## src/rtl/sram_responder.sv

```systemverilog
// sram_responder: memory-side responder for the processor SRAM bus.
// Holds a DEPTH x DATA_W word array plus a boot loader. After reset the
// CPU is held stopped (cpu_run = 0) while a program is streamed in over a
// valid/ready port. The CPU is then released and served with
// combinational reads and synchronous writes.
//
// Ports:
//   clk, reset              clock (rising edge), async active-low reset
//   sram_addr/_we_n/_q      CPU word address, active-low write enable, write data
//   sram_d                  CPU read data (combinational, 0 while writing/out of range)
//   boot_valid/_data/_last  boot stream input; boot_last marks the final word
//   boot_ready              loader can accept a word
//   cpu_run                 1 = CPU released (drives the control FSM reset)
//   boot_count              words loaded in the current boot
//   addr_err                sticky out-of-range CPU access flag
module sram_responder #(
  parameter int ADDR_W = 8,   // must be < 16
  parameter int DATA_W = 16
) (
  input  logic              clk,
  input  logic              reset,
  input  logic [15:0]       sram_addr,
  input  logic              sram_we_n,
  input  logic [DATA_W-1:0] sram_q,
  output logic [DATA_W-1:0] sram_d,
  input  logic              boot_valid,
  input  logic [DATA_W-1:0] boot_data,
  input  logic              boot_last,
  output logic              boot_ready,
  output logic              cpu_run,
  output logic [ADDR_W:0]   boot_count,
  output logic              addr_err
);
  localparam int DEPTH = 2**ADDR_W;

  typedef enum logic {BOOT, RUN} state_e;

  state_e              state_q, state_d;
  logic                rdy_q, run_q;
  logic                err_q, err_d;
  logic [ADDR_W:0]     cnt_q, cnt_d;
  logic [DATA_W-1:0]   mem [DEPTH];

  logic                boot_hs, in_range, run_st, cpu_wr, mem_we;
  logic [ADDR_W-1:0]   mem_wa;
  logic [DATA_W-1:0]   mem_wd;

  assign run_st   = (state_q == RUN);
  assign in_range = (sram_addr[15:ADDR_W] == '0);
  // rdy_q lags the state by one edge, so the handshake is also gated by
  // state: a word offered in the cycle after the final one is ignored.
  assign boot_hs  = (state_q == BOOT) && rdy_q && boot_valid;
  assign cpu_wr   = run_st && !sram_we_n && in_range;

  always_comb begin
    state_d = state_q;
    cnt_d   = cnt_q;
    err_d   = err_q;
    if (boot_hs) begin
      cnt_d = cnt_q + 1'b1;
      // boot_last and array-full may coincide: single transition either way
      if (boot_last || (cnt_q[ADDR_W-1:0] == {ADDR_W{1'b1}})) state_d = RUN;
    end
    if (run_st && !in_range) err_d = 1'b1;
  end

  always_ff @(posedge clk or negedge reset) begin
    if (!reset) begin
      state_q <= BOOT;
      rdy_q   <= 1'b0;
      run_q   <= 1'b0;
      cnt_q   <= '0;
      err_q   <= 1'b0;
    end else begin
      state_q <= state_d;
      // registered from the current state: both flags change one edge
      // after the final boot write
      rdy_q   <= (state_q == BOOT);
      run_q   <= run_st;
      cnt_q   <= cnt_d;
      err_q   <= err_d;
    end
  end

  // Boot and CPU writes are mutually exclusive by state; array not reset.
  assign mem_we = boot_hs || cpu_wr;
  assign mem_wa = boot_hs ? cnt_q[ADDR_W-1:0] : sram_addr[ADDR_W-1:0];
  assign mem_wd = boot_hs ? boot_data : sram_q;

  always_ff @(posedge clk) begin
    if (mem_we) mem[mem_wa] <= mem_wd;
  end

  // Combinational read so the FSM can latch the word in the cycle it
  // presents the address; no read-during-write forwarding.
  assign sram_d     = (run_st && sram_we_n && in_range) ? mem[sram_addr[ADDR_W-1:0]] : '0;
  assign boot_ready = rdy_q;
  assign cpu_run    = run_q;
  assign boot_count = cnt_q;
  assign addr_err   = err_q;
endmodule
```

## config.mk

```make
export PLATFORM = sky130hd
export DESIGN_NAME = sram_responder
export DESIGN_NICKNAME = d
export VERILOG_FILES = /design/src/rtl/sram_responder.sv
export SDC_FILE = /design/constraint.sdc
export NUM_CORES = 2
export LEC_CHECK = 0
export ABC_AREA = 1
export CAP_MARGIN = 10
export CORE_MARGIN = 2
export CORE_UTILIZATION = 50
export DETAILED_ROUTE_END_ITERATION = 10
export HOLD_SLACK_MARGIN = 0.15
export PLACE_DENSITY = 0.75
export SKIP_CTS_REPAIR_TIMING = 1
export SYNTH_ARGS = -nofsm -noshare
export SYNTH_HDL_FRONTEND = slang
export SYNTH_SLANG_ARGS = --single-unit
```

## constraint.sdc

```tcl
create_clock -name clk -period 5.3 [get_ports clk]
set_input_delay 1.325 -clock clk [delete_from_list [all_inputs] [get_ports clk]]
set_output_delay 1.325 -clock clk [all_outputs]
set_load 0.01 [all_outputs]
```

* Yosys cells after proc, flatten, opt, wreduce, memory -nomap -nowiden
Memory sizes are Yosys's and may differ from the RTL's.
Cells that the tools add are included.
** Cells by class
- Add/subtract/negate cells :: 1
- Equal/unequal tests :: 1
- Reduce and logical (&&, ||, !) cells :: 13
- Bitwise gates (word level) :: 1
- Muxes and demuxes :: 5
** Operator list (number)
- 16-bit 2-to-1 mux :: 2
- 9-bit by 1-bit adder with 9-bit output, second input constant :: 1
- 8-bit equality test, second input constant :: 1
- 8-bit zero test :: 1
- 8-bit 2-to-1 mux :: 1
- 1-bit logical AND :: 7
- 1-bit zero test :: 2
- 1-bit logical OR :: 2
- 1-bit 2-to-1 mux :: 2
- 2-bit AND reduction :: 1
- 1-bit NOT :: 1
** Word-level totals
- Bits in writable memories :: 4096
- Input bits :: 53
- Register bits :: 13
- Output and inout port bits :: 28
- Word-level logic and storage cells :: 27
- Memories :: 1
** Memory list
- mem :: depth 256, bits a word 16, read ports 1, clocked after Yosys merged registers in 0, wr ports 1, line 42 : logic [DATA_W-1:0] mem [DEPTH];

* Logic depth before layout (Yosys ltp)
- Word-level depth :: 6
- Depth in mapped cells :: 15
- Mapped depth without buffers :: 11

* Least setup slack after synthesis
Ideal clock, no wire load.
- Path type :: input to register
- Start :: input boot_valid
- End :: memory mem[0][10] (data pin)
- Buffers on the path :: 2
- Arrival :: 4.979 ns
- Library setup time :: 0.822 ns
- Cell stages on the path :: 5
- Required time :: 4.478 ns
- Path slack :: -0.501 ns
- Cell sequence :: nand3_2 -> buf_2 -> clkbuf_1 -> nand2_1 -> nand2_1
** Between the ends
- Cells in the longest elaborated chain, start to end :: 2
** RTL lines
- start: declaration :: line 26 : input logic boot_valid,
- 1-bit logical AND :: line 52 : assign boot_hs = (state_q == BOOT) && rdy_q && boot_valid;
- 16-bit 2-to-1 mux :: line 88 : assign mem_wd = boot_hs ? boot_data : sram_q;
- net mem_wd[10] :: line 46 : logic [DATA_W-1:0] mem_wd;
- end: declaration :: line 42
The timed path passes the listed nets, and every way through them passes these cells.

* Worst setup path in the final report
- Start :: input sram_addr[0]
- End :: output sram_d[6]
** Between the ends
- Cells in the longest elaborated chain, start to end :: 2
** RTL lines
- start: declaration :: line 22 : input logic [15:0] sram_addr,
- memory 256 x 16 bit
- 16-bit 2-to-1 mux :: line 96 : assign sram_d = (run_st && sram_we_n && in_range) ? mem[sram_addr[ADDR_W-1:0]] : '0;
- end: declaration :: line 25 : output logic [DATA_W-1:0] sram_d,
No other way between the ends.

==> results by group <==
Placed design
  – Placed Cells: between 15000 and 20000
  – I/O Buffers: 80
  – DP HPWL: between 200000 and 300000 um
  – RePlAce Congestion: a little under 1

Timing
  – Hold slack: 0.429 ns
  – Max_slew headroom: between 20% and 30%
  – Final Max Slew Viols: 0
  – Final Skew: roughly 0.056 ns
  – Worst-margin pin slew: 1.20 ns
  – # setup viols final: 14
  – Max Clk Rate: 0.176 GHz
  – Tmin final: 5.68 ns
  – Final setup margin: -0.381 ns
  – Setup TNS: -2.94 ns
  – Fin crit share: 107%
  – RSZ-0062 raised after global routing: true
  – Hold Vio Cnt, Final: 0

Setup path
  – CP max FO: 16
  – Crit path kind: primary input to output port
  – Arr. time, crit path: between 4 and 5 ns
  – Required time worst endpoint: about 4 ns
  – Crit end category: output port
  – Startpoint Class: primary input

Layout
  – Post-layout util: ~59%
  – Layout area overhead: 16.8%
  – Final non-filler cell total: between 15000 and 20000
  – Final net count: around 15000
  – Share of cells above drive strength 1: between 10% and 20%

Floorplan
  – Die area: approximately 340000 um^2
  – Area of the core: between 300000 and 400000 um^2
  – Initial Util: between 50% and 60%
  – Width of the chip: 580 um
  – Io pins: around 80
  – FP Rows: 211
  – Die Span Y: ~580 um

Drt
  – Final wirelength: between 400000 and 500000 um
  – Detailed-route DRC error count: 0
  – Drt first pass iters: 8
  – Vias/cell: approximately 6.1
  – WL per Instance: ~26 um
  – Iteration-0 DRC Markers: 19000
  – Final antenna-violating net count: 0
  – Vias: approximately 120k

Yosys
  – Seq cells post-synth: ~4000
  – Cells after synthesis: 13800
  – Largest family of logic cells by synthesized area: simple AND/OR/NAND/NOR gates
  – Mux contribution to synthesized area: 0%
  – Mapped Area: around 170000 um^2
  – Mean post-synth cell area: around 12 um^2
  – Total of warnings raised by yosys: 0
  – Post-Synth Simple-Gate Area: between 20 and 25%
  – Syn Nets: between 10000 and 15000
  – Synth Area in Compound Gates: 0.462%
  – Synth Area in XOR/XNOR: 0.0423%
  – Post-Synth Adder-Cell Area: less than 1%
  – Yosys cell types: 32
  – Sequential-to-total area share from yosys stat: about three quarters

Global route
  – Largest net degree at the start of global routing: between 100 and 150
  – First-pass GRT wire length: approximately 710000 um
  – Number of global-route vias before repair: ~110k
  – Initial antenna violation count: 18
  – GRT overflow: 0
  – Tot GR Track Use: between 20% and 30%

Clocking
  – Clock root cell: clkbuf_16
  – Clk slew on worst S/H paths: about 0.060 ns
  – # clock sinks: between 4000 and 5000
  – H-tree levels: 5
  – CTS tree: done
  – Number of buffers created by CTS: between 300 and 400
  – Max Root-Sink Buffers: 4
  – Clock latency on the worst-skew pair: about 0.93 ns

Worst hold path
  – Hold Path Class: flop to flop

Power
  – Peak supply drop: 0.000311 V
  – PD cells: ~350 nW/um^2
  – P_leak: 69.0 nW

Run status
  – Status: finished, violations left
  – Failing checks: setup timing

Run
  – Total of max-cap violations: 0
==> registers in the layout (all words and copies together), names as in the netlist <==
register    flops
addr_err        1
boot_count      9
boot_ready      1
cpu_run         1
mem          4096
run_st          1
==> cell usage in the layout, fill, tap and decap left out, types with 24 or more instances in the layout <==
master	n
nand2_1	4143
edfxtp_1	4096
nand3_1	3779
buf_4	963
clkbuf_16	424
nor2_1	404
buf_12	201
clkbuf_1	93
clkinv_2	81
clkinv_1	77
nand3_2	76
o21ai_0	64
clkdlybuf4s50_1	64
inv_1	34
a21oi_1	32
buf_6	32
o22ai_1	31
buf_16	31
nor2_2	29
nand2_2	28
bufinv_16	26
nor2_4	24
==> routing by layer <==
layer  share of wire, %  global-route usage [%]  wire, um  up-vias
met5              0.030                       0       146        -
met4                5.9                    14.7     28800       22
met3                 13                    5.99     64400     1482
met2                 46                    43.5    225000     8971
met1                 35                    37.2    173000    56300
li1                   -                       -         -    50600
==> synth_stat cells, drive strengths merged <==
master	count	area share [%]
nand2	4187	9.5
edfxtp	4096	74
nand3	3862	12
buf	736	2.3
nor2	457	1.0
clkbuf	207	0.47
o21ai	70	0.22
inv	47	0.11
a21oi	35	0.11
o22ai	32	0.12
dfrtp	13	0.20
xnor2	6	0.032
clkinv	2	0.0053
xor2	2	0.011
a31oi	1	0.0038
ha	1	0.0075
nand4	1	0.0038
nor4	1	0.0075
o21bai	1	0.0045
or4	1	0.0068
==> metrics by stage <==
| step | instance area, um^2 | total power [mW] | worst slack (ns) |
|---|---|---|---|
| 2_1_floorplan | 166000 | 38.9 | -0.438 |
| 3_3_place_gp | 180000 | 40.8 | -0.954 |
| 3_5_place_dp | 180000 | 40.9 | -0.930 |
| 4_1_cts | 192000 | 67.5 | -1.01 |
| 5_1_grt | 194000 | 69.3 | -0.345 |
| 6_report | 194000 | 67.9 | -0.381 |
==> area by class of cell <==
type / count / area (um^2)
Fill cell: 24400 / 137000
Sequential cell: 4109 / 123000
Multi-Input combinational cell: 8657 / 38700
Timing Repair Buffer: 1315 / 13700
Clock buffer: 499 / 10500
Tap cell: 4366 / 5460
Clock inverter: 213 / 1780
Inverter: 49 / 258
Antenna cell: 17 / 42.5
Timing Repair inverter: 1 / 11.3
==> cell families (layout without fill, tap and decap cells) <==
group,Yosys count,in the layout
compound gates,139,139
xor+xnor,8,8
fa+ha+maj,1,1
buf+inv,992,2077
flops,4109,4109
other cells,0,17
simple gates,8509,8509
==> power breakdown <==
group          internal [mW]  switching, mW  total, mW
combinational           1.50           3.38       4.88
clock                   15.3           12.0       27.3
sequential              35.7      0.0000593       35.7
total                   52.5           15.4       67.9
==> worst paths after layout <==
check | start | endpoint | slack (ns) | depth (start not counted)
max | sram_addr[0] | sram_d[6] | -0.38 | 17
min | run_st | cpu_run | 0.43 | 0
max reg2reg | run_st | mem[111][1] | 1.28 | 12
min reg2reg | run_st | cpu_run | 0.43 | 0
max in group asynchronous | reset | boot_count[7] | 4.15 | 1
min in group asynchronous | reset | boot_count[3] | 0.76 | 1
==> critical path, cell delays in order <==
cell,delay [ns]
buf_16,0.15
clkinv_16,0.15
buf_16,0.23
buf_6,0.18
nand2_1,0.06
nand3_1,0.07
nand3_1,0.11
nand3_2,0.15
nand3_2,0.15
nand3_1,0.18
nand2_1,0.19
nor2_4,0.24
buf_4,0.15
nor2_4,0.06
nor2_4,0.22
buf_4,0.15
clkdlybuf4s50_1,0.53
No activity file was read; power rests on OpenSTA's default activity.
